**src/rtl/calc_input_fsm_pkg.sv**
```systemverilog
// Shared definitions for the calculator front end: key codes, ALU opcodes and sequencer states.
// The button reader and ALU import this same package.
package calc_pkg;

    localparam logic [4:0] KEY_AC  = 5'h10;
    localparam logic [4:0] KEY_ADD = 5'h11;
    localparam logic [4:0] KEY_SUB = 5'h12;
    localparam logic [4:0] KEY_MUL = 5'h13;
    localparam logic [4:0] KEY_DIV = 5'h14;
    localparam logic [4:0] KEY_EQ  = 5'h15;

    typedef enum logic [1:0] {
        OP_ADD = 2'b00,
        OP_SUB = 2'b01,
        OP_MUL = 2'b10,
        OP_DIV = 2'b11
    } opcode_e;

    typedef enum logic [2:0] {
        S_A, S_OP, S_B, S_ISSUE, S_WAIT, S_RES, S_ERR
    } state_e;

    // Pending operator: MSB set means no chained operation follows the result.
    localparam logic [2:0] PEND_NONE = 3'b100;

    function automatic logic is_digit(logic [4:0] key);
        return key <= 5'd9;
    endfunction

    function automatic logic is_operator(logic [4:0] key);
        return (key >= KEY_ADD) && (key <= KEY_DIV);
    endfunction

    // ADD..DIV are consecutive codes 0x11..0x14, so low bits minus one give the opcode.
    function automatic opcode_e key_to_op(logic [4:0] key);
        return opcode_e'(key[1:0] - 2'd1);
    endfunction

endpackage

```
**src/rtl/calc_input_fsm_if.sv**
```systemverilog
// Key, ALU request/result and display signals of the calculator sequencer.
import calc_pkg::*;

interface calc_input_fsm_if #(
    parameter int unsigned WIDTH = 16
);
    logic [4:0]       i_key;
    logic             i_key_valid;
    logic             o_key_ready;
    logic [WIDTH-1:0] o_op_a;
    logic [WIDTH-1:0] o_op_b;
    opcode_e          o_opcode;
    logic             o_op_valid;
    logic             i_op_ready;
    logic [WIDTH-1:0] i_res;
    logic             i_res_err;
    logic             i_res_valid;
    logic [WIDTH-1:0] o_disp_value;
    logic             o_disp_err;

    modport master (
        input  i_key, i_key_valid, i_op_ready, i_res, i_res_err, i_res_valid,
        output o_key_ready, o_op_a, o_op_b, o_opcode, o_op_valid, o_disp_value, o_disp_err
    );

    modport slave (
        output i_key, i_key_valid, i_op_ready, i_res, i_res_err, i_res_valid,
        input  o_key_ready, o_op_a, o_op_b, o_opcode, o_op_valid, o_disp_value, o_disp_err
    );
endinterface

```
**src/rtl/calc_input_fsm_dec_accum.sv**
```systemverilog
// Decimal digit accumulator: next = cur*10 + digit, with overflow flag when it exceeds WIDTH bits.
module dec_accum #(
    parameter int unsigned WIDTH = 16
) (
    input  logic [WIDTH-1:0] cur_i,
    input  logic [3:0]       digit_i,
    output logic [WIDTH-1:0] next_o,
    output logic             ovf_o
);
    // Four extra bits hold cur*10+9 for any WIDTH-bit cur.
    logic [WIDTH+3:0] wide;

    assign wide   = ({4'b0, cur_i} * (WIDTH+4)'(10)) + (WIDTH+4)'(digit_i);
    assign next_o = wide[WIDTH-1:0];
    assign ovf_o  = |wide[WIDTH+3:WIDTH];
endmodule

```
**src/rtl/calc_input_fsm.sv**
```systemverilog
// Calculator front-end sequencer: builds operands from keys, issues ALU requests, chains results.
import calc_pkg::*;

module calc_input_fsm #(
    parameter int unsigned WIDTH = 16
) (
    input logic            clk,
    input logic            rst,
    calc_input_fsm_if.master bus
);
    state_e           state_q, state_d;
    logic [WIDTH-1:0] a_q, a_d, b_q, b_d;
    opcode_e          op_q, op_d;
    logic [2:0]       pend_q, pend_d;

    logic             key_ready, key_fire;
    logic [4:0]       key;
    logic [WIDTH-1:0] acc_cur, acc_next;
    logic             acc_ovf;

    assign key       = bus.i_key;
    assign key_ready = (state_q != S_ISSUE) && (state_q != S_WAIT);
    assign key_fire  = bus.i_key_valid && key_ready;
    assign acc_cur   = (state_q == S_B) ? b_q : a_q;

    dec_accum #(.WIDTH(WIDTH)) u_dec_accum (
        .cur_i   (acc_cur),
        .digit_i (key[3:0]),
        .next_o  (acc_next),
        .ovf_o   (acc_ovf)
    );

    always_ff @(posedge clk) begin
        if (rst) begin
            state_q <= S_A;
            a_q     <= '0;
            b_q     <= '0;
            op_q    <= OP_ADD;
            pend_q  <= PEND_NONE;
        end else begin
            state_q <= state_d;
            a_q     <= a_d;
            b_q     <= b_d;
            op_q    <= op_d;
            pend_q  <= pend_d;
        end
    end

    always_comb begin
        state_d = state_q;
        a_d     = a_q;
        b_d     = b_q;
        op_d    = op_q;
        pend_d  = pend_q;

        if (key_fire && key == KEY_AC) begin
            state_d = S_A;
            a_d     = '0;
            b_d     = '0;
            op_d    = OP_ADD;
            pend_d  = PEND_NONE;
        end else begin
            case (state_q)
                S_A: begin
                    if (key_fire && is_digit(key) && !acc_ovf) begin
                        a_d = acc_next;
                    end else if (key_fire && is_operator(key)) begin
                        op_d    = key_to_op(key);
                        state_d = S_OP;
                    end
                end
                S_OP: begin
                    if (key_fire && is_digit(key)) begin
                        b_d     = WIDTH'(key[3:0]);
                        state_d = S_B;
                    end else if (key_fire && is_operator(key)) begin
                        op_d = key_to_op(key);
                    end
                end
                S_B: begin
                    if (key_fire && is_digit(key) && !acc_ovf) begin
                        b_d = acc_next;
                    end else if (key_fire && key == KEY_EQ) begin
                        pend_d  = PEND_NONE;
                        state_d = S_ISSUE;
                    end else if (key_fire && is_operator(key)) begin
                        pend_d  = {1'b0, key_to_op(key)};
                        state_d = S_ISSUE;
                    end
                end
                // A result arriving together with the request handshake is dropped.
                S_ISSUE: begin
                    if (bus.i_op_ready) state_d = S_WAIT;
                end
                S_WAIT: begin
                    if (bus.i_res_valid) begin
                        if (bus.i_res_err) begin
                            state_d = S_ERR;
                        end else begin
                            a_d = bus.i_res;
                            b_d = '0;
                            if (pend_q != PEND_NONE) begin
                                op_d    = opcode_e'(pend_q[1:0]);
                                state_d = S_OP;
                            end else begin
                                state_d = S_RES;
                            end
                        end
                    end
                end
                S_RES: begin
                    if (key_fire && is_digit(key)) begin
                        a_d     = WIDTH'(key[3:0]);
                        state_d = S_A;
                    end else if (key_fire && is_operator(key)) begin
                        op_d    = key_to_op(key);
                        state_d = S_OP;
                    end
                end
                S_ERR: ;
                default: state_d = S_A;
            endcase
        end
    end

    assign bus.o_key_ready  = key_ready;
    assign bus.o_op_valid   = (state_q == S_ISSUE);
    assign bus.o_op_a       = a_q;
    assign bus.o_op_b       = b_q;
    assign bus.o_opcode     = op_q;
    assign bus.o_disp_err   = (state_q == S_ERR);
    assign bus.o_disp_value = (state_q == S_ERR) ? '0 : ((state_q == S_B) ? b_q : a_q);
endmodule
```
**src/flat_wrapper.sv**
```systemverilog
// flat-port wrapper written by rule: the top's interface ports become plain ports
module calc_input_fsm_flat 
#(
    parameter int unsigned WIDTH = 16
)
  (clk, rst, bus_i_key, bus_i_key_valid, bus_i_op_ready, bus_i_res, bus_i_res_err, bus_i_res_valid, bus_o_key_ready, bus_o_op_a, bus_o_op_b, bus_o_opcode, bus_o_op_valid, bus_o_disp_value, bus_o_disp_err);
  calc_input_fsm_if #(.WIDTH(WIDTH)) bus_i ();
  input logic clk;
  input logic rst;
  input wire logic [$bits(bus_i.i_key)-1:0] bus_i_key;
  input wire logic [$bits(bus_i.i_key_valid)-1:0] bus_i_key_valid;
  input wire logic [$bits(bus_i.i_op_ready)-1:0] bus_i_op_ready;
  input wire logic [$bits(bus_i.i_res)-1:0] bus_i_res;
  input wire logic [$bits(bus_i.i_res_err)-1:0] bus_i_res_err;
  input wire logic [$bits(bus_i.i_res_valid)-1:0] bus_i_res_valid;
  output wire logic [$bits(bus_i.o_key_ready)-1:0] bus_o_key_ready;
  output wire logic [$bits(bus_i.o_op_a)-1:0] bus_o_op_a;
  output wire logic [$bits(bus_i.o_op_b)-1:0] bus_o_op_b;
  output wire logic [$bits(bus_i.o_opcode)-1:0] bus_o_opcode;
  output wire logic [$bits(bus_i.o_op_valid)-1:0] bus_o_op_valid;
  output wire logic [$bits(bus_i.o_disp_value)-1:0] bus_o_disp_value;
  output wire logic [$bits(bus_i.o_disp_err)-1:0] bus_o_disp_err;
  assign bus_i.i_key = bus_i_key;
  assign bus_i.i_key_valid = bus_i_key_valid;
  assign bus_i.i_op_ready = bus_i_op_ready;
  assign bus_i.i_res = bus_i_res;
  assign bus_i.i_res_err = bus_i_res_err;
  assign bus_i.i_res_valid = bus_i_res_valid;
  assign bus_o_key_ready = bus_i.o_key_ready;
  assign bus_o_op_a = bus_i.o_op_a;
  assign bus_o_op_b = bus_i.o_op_b;
  assign bus_o_opcode = bus_i.o_opcode;
  assign bus_o_op_valid = bus_i.o_op_valid;
  assign bus_o_disp_value = bus_i.o_disp_value;
  assign bus_o_disp_err = bus_i.o_disp_err;
  calc_input_fsm #(.WIDTH(WIDTH)) u_core (.clk(clk), .rst(rst), .bus(bus_i));
endmodule
```
**config.mk**
```make
export PLATFORM = sky130hd
export DESIGN_NAME = calc_input_fsm_flat
export DESIGN_NICKNAME = d
export VERILOG_FILES = /design/src/rtl/calc_input_fsm_pkg.sv /design/src/rtl/calc_input_fsm_if.sv /design/src/rtl/calc_input_fsm_dec_accum.sv /design/src/rtl/calc_input_fsm.sv /design/src/flat_wrapper.sv
export SDC_FILE = /design/constraint.sdc
export NUM_CORES = 1
export LEC_CHECK = 0
export ABC_AREA = 0
export BUFFER_PORTS_ARGS = -buffer_cell sky130_fd_sc_hd__buf_2
export CAP_MARGIN = 20
export CORE_ASPECT_RATIO = 1.2
export CORE_MARGIN = 5
export CORE_UTILIZATION = 57
export CTS_CLUSTER_DIAMETER = 100
export DETAILED_ROUTE_END_ITERATION = 10
export HOLD_SLACK_MARGIN = 0.15
export PLACE_DENSITY = 0.86
export REMOVE_ABC_BUFFERS = 1
export SLEW_MARGIN = 25
export SYNTH_ARGS = -nofsm -noshare
export SYNTH_HDL_FRONTEND = slang
export SYNTH_SLANG_ARGS = --single-unit
```
**constraint.sdc**
```tcl
create_clock -name clk -period 6.2 [get_ports clk]
set_clock_uncertainty 0.05 [all_clocks]
set_input_delay 0.62 -clock clk [delete_from_list [all_inputs] [get_ports clk]]
set_output_delay 0.62 -clock clk [all_outputs]
set_load 0.05 [all_outputs]
```
# Yosys cells after proc, flatten, opt, wreduce, memory -nomap -nowiden
# Cells that the tools add are included.
# op_classes
n_bitwise	2
n_mux	31
n_addsub	2
n_reduce_logical	22
magnitude_cmp	3
eq_ne	23
mul	1
# ops
op	count
$mux W16	8
$pmux W16 S3	2
$mux W3	13
$pmux W3 S7	1
$add A20 B4 Y20	1
$mul A16 B3 Y19 const B	1
$ne A2 B2 Y1 const B	7
$mux W2	6
$eq A5 B5 Y1 const B	2
$reduce_and A5 Y1	2
$eq A3 B3 Y1 const B	3
$ne A3 B3 Y1 const B	3
$reduce_bool A3 Y1	3
$logic_and A1 B1 Y1	8
$ne A2 B1 Y1 const B	4
$reduce_and A7 Y1	1
$eq A3 B2 Y1 const B	2
$pmux W2 S3	1
$reduce_and A6 Y1	1
$ge A5 B5 Y1 const B	1
$le A5 B4 Y1 const B	1
$le A5 B5 Y1 const B	1
$reduce_or A2 Y1	2
$reduce_or A4 Y1	1
8 further kinds	9
# word_totals
out_inout_bits	53
in_bits	27
word_cells	89
reg_bits	40

# Depth between registers and ports, before layout
# depth
depth_word	9
ltp_mapped	20
depth_no_buf	16

# Hierarchy
# Synthesis repeated with hierarchy kept, for this count alone.
# hier_totals
hier_cells	441
area_unflattened_um2	3678.5
# by_module_without_submodules
module	area_each_um2	seq_area_each_um2	n_inst	cells_each
calc_input_fsm	2467.4	800.8	1	295
dec_accum	1211.2	0.0	1	146

# Worst setup path before layout
# Ideal clock, no wire load.
# synth_timing
path_type	reg2reg
from	register u_core.state_q[1]
to	register u_core.b_q[11], in the netlist u_core.bus.o_op_b[11]
period_less_slack_ns	5.462
arrival_ns	5.340
setup_ns	0.072
path_stages_with_launch	18
path_buffers	2
path_slack_ns	0.738
required_ns	6.078
cell_sequence	dfxtp_1 > clkbuf_1 > clkinv_1 > nor3_1 > mux2i_1 > xor2_1 > ha_1 > fa_1 > a211o_1 > a21o_2 > xor2_1 > nand2b_1 > or2_4 > or4_4 > mux2_4 > a2bb2oi_1 > buf_4 > mux2i_1
# synth_between
elab_chain_len	9
word_cells_on_any_way	24
cone_classes	add/sub: 1; mul: 1; eq/ne: 9; mux: 3; reduce/logical: 10
# synth_lines
item	line_no	rtl
start: declaration	calc_input_fsm.sv:11	state_e state_q, state_d;
start signal: assignment	calc_input_fsm.sv:41	state_q <= state_d;
$eq A3 B2 Y1	calc_input_fsm.sv:24, calc_input_fsm.sv:63	
$mux W16	calc_input_fsm.sv:24	assign acc_cur = (state_q == S_B) ? b_q : a_q;
$mul A16 B3 Y19	calc_input_fsm_dec_accum.sv:13	assign wide = ({4'b0, cur_i} * (WIDTH+4)'(10)) + (WIDTH+4)'(digit_i);
$add A20 B4 Y20	calc_input_fsm_dec_accum.sv:13	
$reduce_or A4 Y1	calc_input_fsm_dec_accum.sv:15	assign ovf_o = |wide[WIDTH+3:WIDTH];
$logic_not A1 Y1	calc_input_fsm.sv:81	if (key_fire && is_digit(key) && !acc_ovf) begin
$logic_and A1 B1 Y1	calc_input_fsm.sv:81	
$ne A2 B2 Y1 (no source line)	n/a	
$reduce_and A5 Y1 (no source line)	n/a	
end signal: assignment	calc_input_fsm.sv:37	b_q <= '0;
end signal: assignment	calc_input_fsm.sv:43	b_q <= b_d;
end: declaration	calc_input_fsm.sv:12	logic [WIDTH-1:0] a_q, a_d, b_q, b_d;
# Several ways; a longest one is shown, not always the timed one. The select of a mux whose other input is x is not followed.
# A chain may end at the register's enable or synchronous reset.

# Worst setup path after layout
# layout_timing
from	register u_core.state_q[1]
to	register u_core.a_q[12], in the netlist u_core.bus.o_op_a[12]
# layout_between
elab_chain_len	9
word_cells_on_any_way	25
cone_classes	add/sub: 1; mul: 1; eq/ne: 9; mux: 3; reduce/logical: 11
# layout_lines
item	line_no	rtl
$eq A3 B2 Y1	calc_input_fsm.sv:24	
$mux W16	calc_input_fsm.sv:24	
$mul A16 B3 Y19	calc_input_fsm_dec_accum.sv:13	
$add A20 B4 Y20	calc_input_fsm_dec_accum.sv:13	
$reduce_or A4 Y1	calc_input_fsm_dec_accum.sv:15	
$logic_not A1 Y1	calc_input_fsm.sv:65	if (key_fire && is_digit(key) && !acc_ovf) begin
$logic_and A1 B1 Y1	calc_input_fsm.sv:65	
$ne A2 B1 Y1 (no source line)	n/a	
$reduce_and A5 Y1 (no source line)	n/a	
end signal: assignment	calc_input_fsm.sv:36	a_q <= '0;
end signal: assignment	calc_input_fsm.sv:42	a_q <= a_d;
end: declaration	calc_input_fsm.sv:12	
# Several ways; a longest one is shown, not always the timed one. The select of a mux whose other input is x is not followed.

==> results.yml <==
cts:
  cts_buffer_depth: 2
  cts.sinks: 40
  hold_buffers: 0
  cts_tree: "done"
  insertion_delay_ns: 0.29
  cts_buffers: 5
  cts-root-buf: "clkbuf_8"
  cts_setup_buffers: 0
  htree_levels: 2
  path_clk_slew_ns: 0.08
placed_design:
  routabilityCongestion: 0.911
  post-dp-hpwl_mm: 9.14
  io_buffers: 79
logic_synthesis:
  synth-edff-count: 0
  synth_ff_type: "dfxtp_1"
  yosys.area.top_type: "dfxtp_1"
  synth-seq-cells: 40
  syn_area_mm2: 0.00410
  synth_warnings: 0
  yosysSeqAreaShare_pct: 19.5
  synth_cell_types: 70
  async_reset_ff_share_pct: 0
  yosys-top-cells-count: "95 x nand2_1, 47 x nor2_1, 42 x mux2i_1, 40 x dfxtp_1"
  synth_top_area_share_pct: 19.5
  synthTopCellsByArea: "dfxtp_1 20%, mux2i_1 10%, nand2_1 8.7%"
  yosysMostFrequentCell: "nand2_1"
  avgSynthCellArea_um2: 7.34
  synth_cells: 559
min_path:
  worst_hold_path.num_cells: 1
  holdCritStartpoint: "u_core.pend_q[2]"
  hold_path_end: "u_core.pend_q[2]"
  hold_class: "reg -> reg"
power_and_ir_drop:
  p_sw_uw: 281
  seqPwrFrac_pct: 37.2
  swShare_pct: 37.3
  p_int_uw: 473
  p_per_area_mw_per_mm2: 161
  pwr-share-comb_pct: 34.0
  finalPower_uw: 754
  irDropWorstVdd_mv: 0.171
  p_leak_nw: 2.32
  p_clk_share_pct: 28.8
drt:
  wirelength_mm: 12.1
  drtAntennaViolNets: 0
  wl_per_cell_um: 17.0
  num_vias: 4369
  viasPerCell: 6.16
  drtIter0Drc: 344
  drc: 0
  first_pass_iters: 5
floorplan:
  core-area_mm2: 0.00715
  ios: 80
  std_cell_rows: 34
  die_h_um: 103
  die_area_mm2: 0.00900
  die_w_um: 87.4
  initial_core_util_pct: 57.4
grt:
  grt_antenna_before_repair: 0
  grt_max_degree: 33
  grt-ovfl-total: 0
  grt_util_all_layers_pct: 26.6
  grt_pass1_wl_mm: 19.4
  grt_pass1_vias: 4116
worst_setup_path:
  r2r-end: "u_core.bus.o_op_a[12]"
  worstRegToRegCells: 16
  cp_cell_sequence: "clkinv_1 > nor3_2 > mux2i_1 > xor2_1 > ha_1 > fa_1 > a211o_1 > a21o_2 > xor2_1 > nand2b_1 > or2_4 > or4_4 > mux2_4 > o21a_1 > buf_4 > mux2i_1"
  crit_type: "reg -> reg"
  worstSetupEndpointType: "flop"
  cp.required_ns: 6.37
  cp-start-kind: "flop"
  slowest_delay_ns: 0.54
  crit_fanout: 12
  reg2reg_slack_ns: 0.42
  slowest_stage: "mux2i_1"
  r2r-start: "u_core.state_q[1]"
  arrival_ns: 5.95
outcome:
  outcome: "finished clean"
timing:
  tightestPinTransition_ns: 0.964
  max_slew_margin_pct: 35.5
  fin_setup_tns_ns: 0
  hold_viol: 0
  fmax_ghz: 0.173
  period_share_pct: 93.2
  min_period_ns: 5.78
  slew_violations: 0
  setup_violations: 0
  grt_setup_unrepaired: "no"
layout:
  area_growth_pct: 14.0
  final_nets: 669
  diodes: 0
  layout-drive-gt1-share_pct: 18.6
run:
  max-cap-violations: 0
==> worst max path at each step <==
stage	start	end	depth (start not counted)
6_report	u_core.state_q[1]	u_core.bus.o_op_a[12]	16
3_5_place_dp	u_core.state_q[1]	u_core.bus.o_op_b[0]	15
4_1_cts	u_core.state_q[1]	u_core.bus.o_op_b[0]	15
5_1_grt	u_core.state_q[1]	u_core.bus.o_op_a[12]	17
3_3_place_gp	u_core.state_q[1]	u_core.bus.o_op_b[7]	15
2_1_floorplan	u_core.state_q[1]	u_core.bus.o_op_b[0]	15
==> layout by cell type (no fill, tap or decap), types with 3 or more instances in the layout <==
master / count
clkbuf_8: 5
a21o_1: 6
nor3b_1: 11
mux2i_1: 41
and2_1: 5
nand3_1: 23
o21a_1: 4
ha_1: 22
nor2_1: 47
nand2_1: 95
o31ai_1: 3
nor2b_1: 5
dfxtp_1: 40
nand3b_1: 5
inv_1: 15
nand4_1: 5
a21oi_1: 30
buf_4: 9
nand2b_1: 9
a211oi_1: 6
o2111ai_1: 3
xor2_1: 20
o211ai_1: 10
and3_1: 3
xnor2_1: 15
or3_1: 8
o21ai_0: 30
o21bai_1: 3
a31oi_1: 3
o32ai_1: 3
a211o_1: 7
buf_2: 79
==> timing repair <==
action,4_1_cts,5_1_grt
setup endpoints to repair,0,1
hold endpoints to repair,0,0
resized for setup,0,1
==> flip-flops by register name, indices dropped and copies added, names as in the netlist <==
name and cells:
u_core.bus.o_op_a 16, u_core.bus.o_op_b 16, u_core.pend_q 3, u_core.state_q 3
u_core.bus.o_opcode 2
==> routing by layer <==
metal / track usage, % / up-vias / part of all wire (%)
li1: - / 2112 / -
met1: 33.0 / 2071 / 42
met2: 46.1 / 165 / 49
met3: 4.32 / 21 / 7.5
met4: 9.80 / 0 / 2.1
met5: 0 / - / 0
==> area by class of cell <==
type / instances / area [um2]
sequential: 40 / 801
timing repair buffer: 88 / 463
fill: 665 / 2470
multi-input combinational: 467 / 3130
clock inverter: 2 / 35.0
inverter: 16 / 60.1
tap: 90 / 113
clock buffer: 6 / 72.6
==> cells by family (layout without fill, tap and decap cells) <==
kind of cell	Yosys count	count (layout)	synth area share [%]
and+or+nand+nor	228	228	26.3
adders and majority gates	24	24	7.69
muxes	45	45	11.2
AOI/OAI and AO/OA	134	134	22.3
xor gates and xnor gates	36	36	7.87
buffers and inverters	52	112	5.25
DFF	40	40	19.5
==> power groups by stage <==
stage          registers (mW)  clock network (mW)  logic (mW)
2_1_floorplan           0.313                   0       0.147
3_3_place_gp            0.286                   0       0.244
3_5_place_dp            0.286                   0       0.249
4_1_cts                 0.280               0.217       0.250
5_1_grt                 0.282               0.231       0.275
6_report                0.280               0.217       0.257
==> metrics by stage <==
step	worst slack (ns)	utilization, %	cell area (um2)	hold slack, ns	cells
finish	0.423	65.4	4680	0.410	709
global route	0.00528	65.4	4680	0.424	709
CTS	0.401	65.2	4660	0.410	709
detailed placement	0.437	63.7	4550	0.391	701
global placement	0.660	63.7	4550	0.385	701
floorplan	-1.17	-	3950	0.368	523
==> critical path: cells and delay by family (launching register included) <==
| kind | cells | cell delay (ns) |
|---|---|---|
| flops | 1 | 0.53 |
| buf+inv | 2 | 0.64 |
| compound gates | 3 | 1.09 |
| fa+ha+maj | 2 | 0.69 |
| xor+xnor | 2 | 0.42 |
| simple gates | 4 | 1.26 |
| mux | 3 | 1.01 |
Note: power is estimated with default switching activity, not from simulation.
